===== config.mk =====
export PLATFORM = sky130hd
export DESIGN_NAME = fetch_unit
export DESIGN_NICKNAME = d
export VERILOG_FILES = /design/src/rtl/fetch_unit.sv
export SDC_FILE = /design/constraint.sdc
export NUM_CORES = 1
export LEC_CHECK = 0
export CAP_MARGIN = 20
export CORE_MARGIN = 10
export CORE_UTILIZATION = 35
export CTS_CLUSTER_SIZE = 8
export DETAILED_ROUTE_END_ITERATION = 8
export SLEW_MARGIN = 10
export SYNTH_ARGS = -nofsm -noshare
export SYNTH_HDL_FRONTEND = slang
export SYNTH_SLANG_ARGS = --single-unit

===== constraint.sdc =====
create_clock -name clk -period 3.65 [get_ports clk]
set_clock_uncertainty 0.1 [all_clocks]
set_input_delay 0.73 -clock clk [delete_from_list [all_inputs] [get_ports clk]]
set_output_delay 0.73 -clock clk [all_outputs]
set_load 0.005 [all_outputs]

===== src/rtl/fetch_unit.sv =====
// Instruction fetch stage: owns the PC, issues one outstanding word read at a time
// and presents {pc, instr} to decode through a valid/ready output register.
module fetch_unit #(
  parameter logic [31:0] RESET_PC = 32'h0000_0000
) (
  input  logic        clk,
  input  logic        rst_n,
  output logic        imem_req_o,
  output logic [31:0] imem_addr_o,
  input  logic        imem_gnt_i,
  input  logic        imem_rvalid_i,
  input  logic [31:0] imem_rdata_i,
  input  logic        redirect_i,
  input  logic [31:0] redirect_pc_i,
  input  logic        out_ready_i,
  output logic        out_valid_o,
  output logic [31:0] out_pc_o,
  output logic [31:0] out_instr_o
);

  typedef enum logic [1:0] {S_REQ, S_WAIT, S_HOLD} state_e;

  state_e      state_q, state_d;
  logic [31:0] pc_q, pc_d;
  logic [31:0] hold_q, hold_d;
  logic        kill_q, kill_d;
  logic        out_valid_q, out_valid_d;
  logic [31:0] out_pc_q, out_pc_d;
  logic [31:0] out_instr_q, out_instr_d;
  logic        load;
  logic [31:0] load_instr;
  logic [31:0] pc_inc;

  assign pc_inc = pc_q + 32'd4;

  always_ff @(posedge clk or negedge rst_n) begin
    if (!rst_n) begin
      state_q     <= S_REQ;
      pc_q        <= RESET_PC;
      hold_q      <= 32'h0;
      kill_q      <= 1'b0;
      out_valid_q <= 1'b0;
      out_pc_q    <= 32'h0;
      out_instr_q <= 32'h0;
    end else begin
      state_q     <= state_d;
      pc_q        <= pc_d;
      hold_q      <= hold_d;
      kill_q      <= kill_d;
      out_valid_q <= out_valid_d;
      out_pc_q    <= out_pc_d;
      out_instr_q <= out_instr_d;
    end
  end

  always_comb begin
    state_d    = state_q;
    pc_d       = pc_q;
    hold_d     = hold_q;
    kill_d     = kill_q;
    load       = 1'b0;
    load_instr = imem_rdata_i;

    case (state_q)
      S_REQ: begin
        // A grant in the same cycle as a redirect fetches a stale address.
        if (imem_gnt_i) begin
          state_d = S_WAIT;
          kill_d  = redirect_i;
        end
      end
      S_WAIT: begin
        if (imem_rvalid_i) begin
          state_d = S_REQ;
          kill_d  = 1'b0;
          if (!kill_q && !redirect_i) begin
            if (!out_valid_q || out_ready_i) begin
              load = 1'b1;
              pc_d = pc_inc;
            end else begin
              state_d = S_HOLD;
              hold_d  = imem_rdata_i;
            end
          end
        end else if (redirect_i) begin
          kill_d = 1'b1;
        end
      end
      S_HOLD: begin
        if (redirect_i) begin
          state_d = S_REQ;
          hold_d  = 32'h0;
        end else if (out_ready_i) begin
          load       = 1'b1;
          load_instr = hold_q;
          pc_d       = pc_inc;
          state_d    = S_REQ;
        end
      end
      default: state_d = S_REQ;
    endcase

    if (redirect_i) pc_d = {redirect_pc_i[31:2], 2'b00};
  end

  always_comb begin
    out_pc_d    = out_pc_q;
    out_instr_d = out_instr_q;
    out_valid_d = out_valid_q;
    if (redirect_i) begin
      out_valid_d = 1'b0;
    end else if (load) begin
      out_valid_d = 1'b1;
      out_pc_d    = pc_q;
      out_instr_d = load_instr;
    end else if (out_ready_i) begin
      out_valid_d = 1'b0;
    end
  end

  assign imem_req_o  = rst_n && (state_q == S_REQ);
  assign imem_addr_o = pc_q;
  assign out_valid_o = out_valid_q;
  assign out_pc_o    = out_pc_q;
  assign out_instr_o = out_instr_q;

endmodule

==> results.toml, run 1 <==
[global_routing]
grt_pass1_wl_um = 27120
antenna_found_initial = 0
overflow = 0
grt_max_degree = 66
grt_pass1_vias = 4988
track_usage_pct = 14.96

[finish]
final_nets = 813
finalNonFillerCells = 970
filler_cell_count = 1579
drive_gt1_share_pct = 11.20
mostFrequentLayoutCell = "clkdlybuf4s50_1"
antennaDiodeCount = 0
multi_input_comb_area_sq_um = 2658
mostFrequentLayoutCells = "clkdlybuf4s50_1, nand2_1, dfrtp_1"
syn2layout_area_growth_pct = 39.65
regArea_sq_um = 3203

[worst_setup_path]
critPathArrivalTime_ps = 2070
cp_data_required_time_ps = 2820
worst-path-buf-inv = 3
cp_slowest_stage_delay_ps = 550
critPathTopFamily = "buffers and inverters"
start_kind = "primary input"
critPathMaxFanout = 8
criticalPathCategory = "primary input to primary output"
slowest_stage = "dlygate4sd3_1"
path_cells = "dlygate4sd3_1 -> buf_6 -> and2_1 -> clkdlybuf4s50_1"
setup.worst_path.end_class = "primary output"

[die]
die-area_sq_um = 22890
num_rows = 47
start_util_pct = 36.00
core_sq_um = 16760
dieHeight_um = 151.3
die_x_um = 151.3
io_pins = 168

[power_and_ir_drop]
leakage_nw = 3.898
powerDensity_nw_per_um2 = 626.9
ir_drop_mv = 0.3048

[synth]
seq_area_frac_synth_pct = 53.09
yosysWarnings = 0
synth.distinct_cells = 45
syn_avg_cell_area_sq_um = 10.42
synth_seq_cells = 128
syn-instance-count = 579
syn_area_sq_um = 6033

[detailed_routing]
vias = 4815
drt-wirelength-per-cell_um = 17.28
drt_iter0_markers = 269
routed_wirelength_um = 16770
ant_nets = 0
route.detailed.drc = 0
first_pass_iters = 4
viasPerCell = 4.964

[timing]
worst_pin_slew_ps = 832.5
hold_viol = 0
final.period_utilization_pct = 79.56
holdWs_ps = 362.7
relSlewSlack_pct = 44.50
slew_violations = 0
max_freq_ghz = 0.3443
rsz0062_at_grt = "false"
setup_violations = 0
layout_min_cycle_time_ps = 2904
tns_ps = 0

[placement]
numPortBuffers = 161
place.gp.congestion = 0.7493
dp_cells = 938
hpwl_um = 11990

[clocking]
cts_buffers = 17
clkTransAtPathRegs_ps = 50
cts_tree = "yes"
clock-sinks = 128
htree_num_levels = 4
max-clock-path-buffers = 2
clk_latency_ps = 420
cts-root-buf = "clkbuf_16"
cts_setup_buffers = 0

[min_path]
hold_path.class = "flop to flop"

[job]
drv_cap = 0

[run_status]
status = "finished, final reports clean"
-- state kept, by name, indices dropped and copies added, names as in the netlist --
name         flops
hold_q          32
out_instr_o     32
state_q          2
out_valid_o      1
imem_addr_o     30
out_pc_o        30
kill_q           1
-- synth_stat cells, drive strengths merged --
cell,count,share of area (%)
xnor2,7,1.0
nor4,4,0.66
nand3,11,1.1
nor2,12,0.75
o21ai,62,5.1
nand4b,1,0.15
a222oi,1,0.17
o31ai,1,0.12
nand2b,1,0.10
nand4bb,2,0.37
inv,7,0.44
and2,4,0.44
nor3,3,0.25
o221ai,2,0.58
nand4,22,2.9
o211ai,1,0.12
ha,5,1.0
buf,15,1.4
o2111ai,1,0.15
mux2,32,6.0
or4,1,0.12
and3,4,0.44
a21oi,2,0.17
nand2,132,8.3
clkbuf,23,1.8
dfrtp,128,53
mux2i,33,5.5
o31a,1,0.15
a31oi,4,0.41
nand3b,34,4.2
or3,5,0.54
xor2,17,2.5
conb,1,0.062
-- report_power, final --
part | leakage, nW | switching, mW | internal, mW
sequential | 1.65 | 0.287 | 1.85
combinational | 1.98 | 0.608 | 0.972
clock | 0.267 | 0.583 | 0.981
-- logic make-up (layout without fill, tap and decap cells) --
| family | count (synthesis) | in the layout | share of synthesized area [%] |
|---|---|---|---|
| compound gates | 75 | 75 | 7.010 |
| xor+xnor | 24 | 24 | 3.484 |
| fa+ha+maj | 5 | 5 | 1.037 |
| buf+inv | 45 | 213 | 3.567 |
| flops | 128 | 128 | 53.09 |
| mux | 65 | 65 | 11.45 |
| other cells | 1 | 4 | 0.06216 |
| simple gates | 236 | 236 | 20.30 |
-- layer usage --
| metal | up-vias | GRT usage (%) | routed length (um) |
|---|---|---|---|
| li1 | 2313 | - | - |
| met1 | 2328 | 18.60 | 7262 |
| met2 | 150 | 21.88 | 7439 |
| met3 | 24 | 7.399 | 1811 |
| met4 | 0 | 5.534 | 252 |
| met5 | - | 0 | 0 |
-- per-stage QoR --
stage	setup WS (ps)	utilization, %	cell area [sq um]	power, mW
final	745.9	50.27	8426	5.282
after global routing	685.3	50.27	8426	5.620
after CTS	731.2	50.27	8426	5.368
after detailed placement	563.3	46.97	7873	3.770
after global placement	637.9	46.97	7873	3.715
after floorplan	1493	-	6045	2.697
-- worst paths after layout --
kind	start	end	slack, ps	cells past startpoint
max reg2reg	state_q[1]	imem_addr_o[14]	920	7
min in group asynchronous	rst_n	out_instr_o[10]	580	2
min	hold_q[31]	hold_q[31]	360	2
max	rst_n	imem_req_o	750	4
min reg2reg	hold_q[31]	hold_q[31]	360	2
max in group asynchronous	rst_n	out_pc_o[25]	1860	3
-- final cells by class --
cell class                 instances  area share, %
sequential                       128          38.02
multi-input combinational        409          31.54
timing repair buffer             175          20.42
clock buffer                      25          5.762
tap                              220          3.267
clock inverter                     6         0.6831
inverter                           7         0.3119
-- timing repair --
action                                 4_1_cts  5_1_grt
endpoints found under the hold margin        5        0
resized for setup                            0        0
hold buffers                                 1        0
-- worst reg2reg max path, cell delays in order, from the launching register on --
cell and delay [ps]:
dfrtp_1 380, inv_1 120, ha_1 420, nand4bb_1 210, o221ai_4 550, nand3_1 230, or3_2 460, a31oi_1 180
Power figures use the tool's default switching activity.
==> run 2, diff against run 1 <==
Clock period 3.65 ns to 3 ns, I/O delays scaled along.
==> results.toml, run 2 (same netlist as run 1, synthesis figures left out) <==
[finish]
antennaDiodeCount = 0
filler_cell_count = 1544
finalNonFillerCells = 969
multi_input_comb_area_sq_um = 2658
drive_gt1_share_pct = 11.35
syn2layout_area_growth_pct = 40.58
mostFrequentLayoutCell = "clkdlybuf4s50_1"
final_nets = 812
mostFrequentLayoutCells = "clkdlybuf4s50_1, nand2_1, dfrtp_1"
regArea_sq_um = 3203
fin_area_sq_um = 8482
utilization_pct = 50.61

[timing]
layout_min_cycle_time_ps = 2772
max_freq_ghz = 0.3608
rsz0062_at_grt = "false"
hold_viol = 0
holdWs_ps = 363.1
setup_violations = 0
worst_pin_slew_ps = 810.5
final.period_utilization_pct = 92.40
setup_slack_ps = 228.0
tns_ps = 0
slew_violations = 0
relSlewSlack_pct = 45.97

[power_and_ir_drop]
powerDensity_nw_per_um2 = 777.0
leakage_nw = 3.930
power_mw = 6.591
ir_drop_mv = 0.3931

[clocking]
cts_buffers = 17
cts-root-buf = "clkbuf_16"
clk_latency_ps = 420
clock-sinks = 128
max-clock-path-buffers = 2
htree_num_levels = 4
cts_tree = "yes"
cts_resized = 0
clkTransAtPathRegs_ps = 50

[global_routing]
grt_pass1_wl_um = 27000
antenna_found_initial = 1
grt_max_degree = 75
grt_util_met3_pct = 7.578
use_met1_pct = 17.76
grt_pass1_vias = 5072
overflow = 0
met2_usage_pct = 22.60
track_usage_pct = 14.94
gr-max-usage-layer = "met2"

[die]
num_rows = 47
dieHeight_um = 151.3
start_util_pct = 36.00
die-area_sq_um = 22890
die_x_um = 151.3
io_pins = 168
core_sq_um = 16760

[detailed_routing]
first_pass_iters = 5
routed_wirelength_um = 16820
route.detailed.drc = 0
drt_iter0_markers = 364
vias = 4750
viasPerCell = 4.902
drt-wirelength-per-cell_um = 17.36
ant_nets = 0

[placement]
pre_cts_ws_ps = 231.0
numPortBuffers = 161
dp_cells = 937
hpwl_um = 11900
place.gp.congestion = 0.7455
place_area_sq_um = 7878

[worst_setup_path]
critPathMaxFanout = 24
cp_data_required_time_ps = 2300
criticalPathCategory = "primary input to primary output"
setup.worst_path.end_class = "primary output"
critPathArrivalTime_ps = 2070
start_kind = "primary input"

[min_path]
hold_path.class = "flop to flop"

[job]
drv_cap = 0

[run_status]
status = "finished, final reports clean"
==> run 2: path summary, 6_finish.rpt <==
| kind | cells after the start | slack (ps) | to | startpoint |
|---|---|---|---|---|
| max | 4 | 230 | imem_req_o | rst_n |
| min | 2 | 360 | hold_q[31] | hold_q[31] |
| max reg2reg | 8 | 430 | imem_addr_o[27] | state_q[1] |
| min reg2reg | 2 | 360 | hold_q[31] | hold_q[31] |
| max in group asynchronous | 3 | 1220 | imem_addr_o[25] | rst_n |
| min in group asynchronous | 2 | 500 | out_instr_o[8] | rst_n |
==> run 2: power by group <==
part	leakage, nW	internal (mW)	switching [mW]	total [mW]
registers	1.65	2.25	0.344	2.60
clock network	0.296	1.35	0.724	2.07
logic	1.98	1.19	0.736	1.92
total	3.93	4.79	1.80	6.59
==> run 2: routing by layer <==
metal / part of all wire [%] / vias to the layer above
li1: - / 2317
met1: 43 / 2256
met2: 45 / 154
met3: 11 / 23
met4: 1.5 / 0
met5: 0 / -
==> run 2: cell type report <==
cell class / instances / share of cell area (%)
Clock buffer: 26 / 6.122
Clock inverter: 5 / 0.8851
Inverter: 7 / 0.3098
Multi-Input combinational cell: 409 / 31.33
Sequential cell: 128 / 37.76
Tap cell: 220 / 3.245
Timing Repair Buffer: 174 / 20.34
==> run 2: timing repair <==
action                                 in CTS  in global routing
setup endpoints to repair                   0                  0
hold buffers                                1                  0
endpoints found under the hold margin      21                  0
buffers inserted                            0                  0
==> run 2: worst max-delay path, cell delays in order <==
cell and delay, ps:
dlygate4sd3_1 540, buf_6 240, and2_1 170, clkdlybuf4s50_1 520
==> run 3, diff against run 2 <==
Settings changed: MAX_ROUTING_LAYER from default to met4.
==> results.toml, run 3 (same netlist as run 1, synthesis figures left out) <==
[run_status]
status = "finished, final reports clean"

[timing]
hold_viol = 0
worst_pin_slew_ps = 822.9
max_freq_ghz = 0.3607
rsz0062_at_grt = "false"
slew_violations = 0
layout_min_cycle_time_ps = 2772
relSlewSlack_pct = 45.14
final.period_utilization_pct = 92.40
setup_violations = 0
tns_ps = 0

[detailed_routing]
first_pass_iters = 4
viasPerCell = 4.891
route.detailed.drc = 0
routed_wirelength_um = 16850
ant_nets = 0
wl_met3_um = 1539
drt_iter0_markers = 359
dr_wl_met2_um = 7502
wl_met1_um = 7547
vias = 4744
top_layer = "met4"
drt-wirelength-per-cell_um = 17.37

[finish]
final_nets = 812
utilization_pct = 50.62
drive_gt1_share_pct = 11.35
mostFrequentLayoutCells = "clkdlybuf4s50_1, nand2_1, dfrtp_1"
multi_input_comb_area_sq_um = 2658
regArea_sq_um = 3203
filler_cell_count = 1543
syn2layout_area_growth_pct = 40.63
mostFrequentLayoutCell = "clkdlybuf4s50_1"

[die]
num_rows = 47
die_x_um = 151.3
core_sq_um = 16760
io_pins = 168
start_util_pct = 36.00
dieHeight_um = 151.3
die-area_sq_um = 22890

[clocking]
clk_latency_ps = 420
clock-sinks = 128
max-clock-path-buffers = 2
cts_resized = 0
cts-root-buf = "clkbuf_16"
cts_tree = "yes"
htree_num_levels = 4
clkTransAtPathRegs_ps = 50
cts_buffers = 17

[worst_setup_path]
slowest_stage = "dlygate4sd3_1"
critPathLaunch = "rst_n"
cp_slowest_stage_delay_ps = 540
r2r-start = "state_q[1]"
cp_data_required_time_ps = 2300
r2r-end = "imem_addr_o[27]"
rrSetupSlack_ps = 410
critPathArrivalTime_ps = 2070
start_kind = "primary input"
critPathMaxFanout = 24
path_cells = "dlygate4sd3_1 -> buf_6 -> and2_1 -> clkdlybuf4s50_1"
reg2reg_depth = 8
setup.worst_path.end_class = "primary output"
crit_path_end = "imem_req_o"
criticalPathCategory = "primary input to primary output"

[global_routing]
track_usage_pct = 15.37
overflow = 0
grt_max_degree = 75
grt_pass1_wl_um = 26880
grt_pass1_vias = 5096
antenna_found_initial = 1

[placement]
hpwl_um = 11900
numPortBuffers = 161
place.gp.congestion = 0.7549

[min_path]
hold_path.class = "flop to flop"

[power_and_ir_drop]
leakage_nw = 3.930
ir_drop_mv = 0.3910
p_int_mw = 4.788
powerDensity_nw_per_um2 = 777.2
switching_share_pct = 27.39
pwr-share-comb_pct = 29.2
pwr-share-seq_pct = 39.4
switching_power_mw = 1.806
clockPowerShare_pct = 31.4

[job]
drv_cap = 0
## run 3: critical path, delay by kind of cell
kind | cells | cell delay (ps)
buf+inv | 3 | 1300
simple gates | 1 | 170
## run 3: worst min path at each step
stage	start	endpoint	slack, ps	cells after the start
after detailed placement	hold_q[11]	hold_q[11]	350	2
after CTS	hold_q[31]	hold_q[31]	370	2
after floorplan	rst_n	hold_q[0]	200	0
after global routing	hold_q[9]	hold_q[9]	390	2
after global placement	hold_q[17]	hold_q[17]	350	2
final	hold_q[11]	hold_q[11]	360	2
## run 3: area by class of cell
type                            count  share of cell area [%]
Antenna cell                        1                 0.02949
Clock buffer                       26                   6.120
Clock inverter                      5                  0.8848
Inverter                            7                  0.3097
Multi-Input combinational cell    409                   31.32
Sequential cell                   128                   37.75
Tap cell                          220                   3.244
Timing Repair Buffer              174                   20.34
## run 3: metal layers
metal / up-vias / track usage [%]
met3: 23 / 6.474
met5: - / -
met4: 0 / 5.679
li1: 2318 / -
met2: 146 / 22.53
met1: 2257 / 18.51
## run 3: per-stage QoR
step	setup WS (ps)	hold slack (ps)	power [mW]	cells	area, sq um
final	227.9	361.2	6.594	970	8484
after CTS	193.2	366.8	6.698	969	8482
after floorplan	843.0	204.4	3.282	582	6045
after detailed placement	231.0	354.4	4.592	937	7878
after global placement	258.1	347.6	4.529	937	7878
after global routing	128.7	390.2	7.010	970	8484
## run 3: what timing repair did
action	CTS	global route
endpoints found under the hold margin	21	0
hold buffers	1	0
setup buffers	0	0
## run 3: power by group through the flow
stage               Clock [mW]  Sequential (mW)  Combinational, mW
floorplan                    0             2.60              0.678
global placement             0             2.60               1.93
detailed placement           0             2.63               1.96
CTS                       2.12             2.60               1.97
global route              2.21             2.67               2.13
finish                    2.07             2.60               1.93
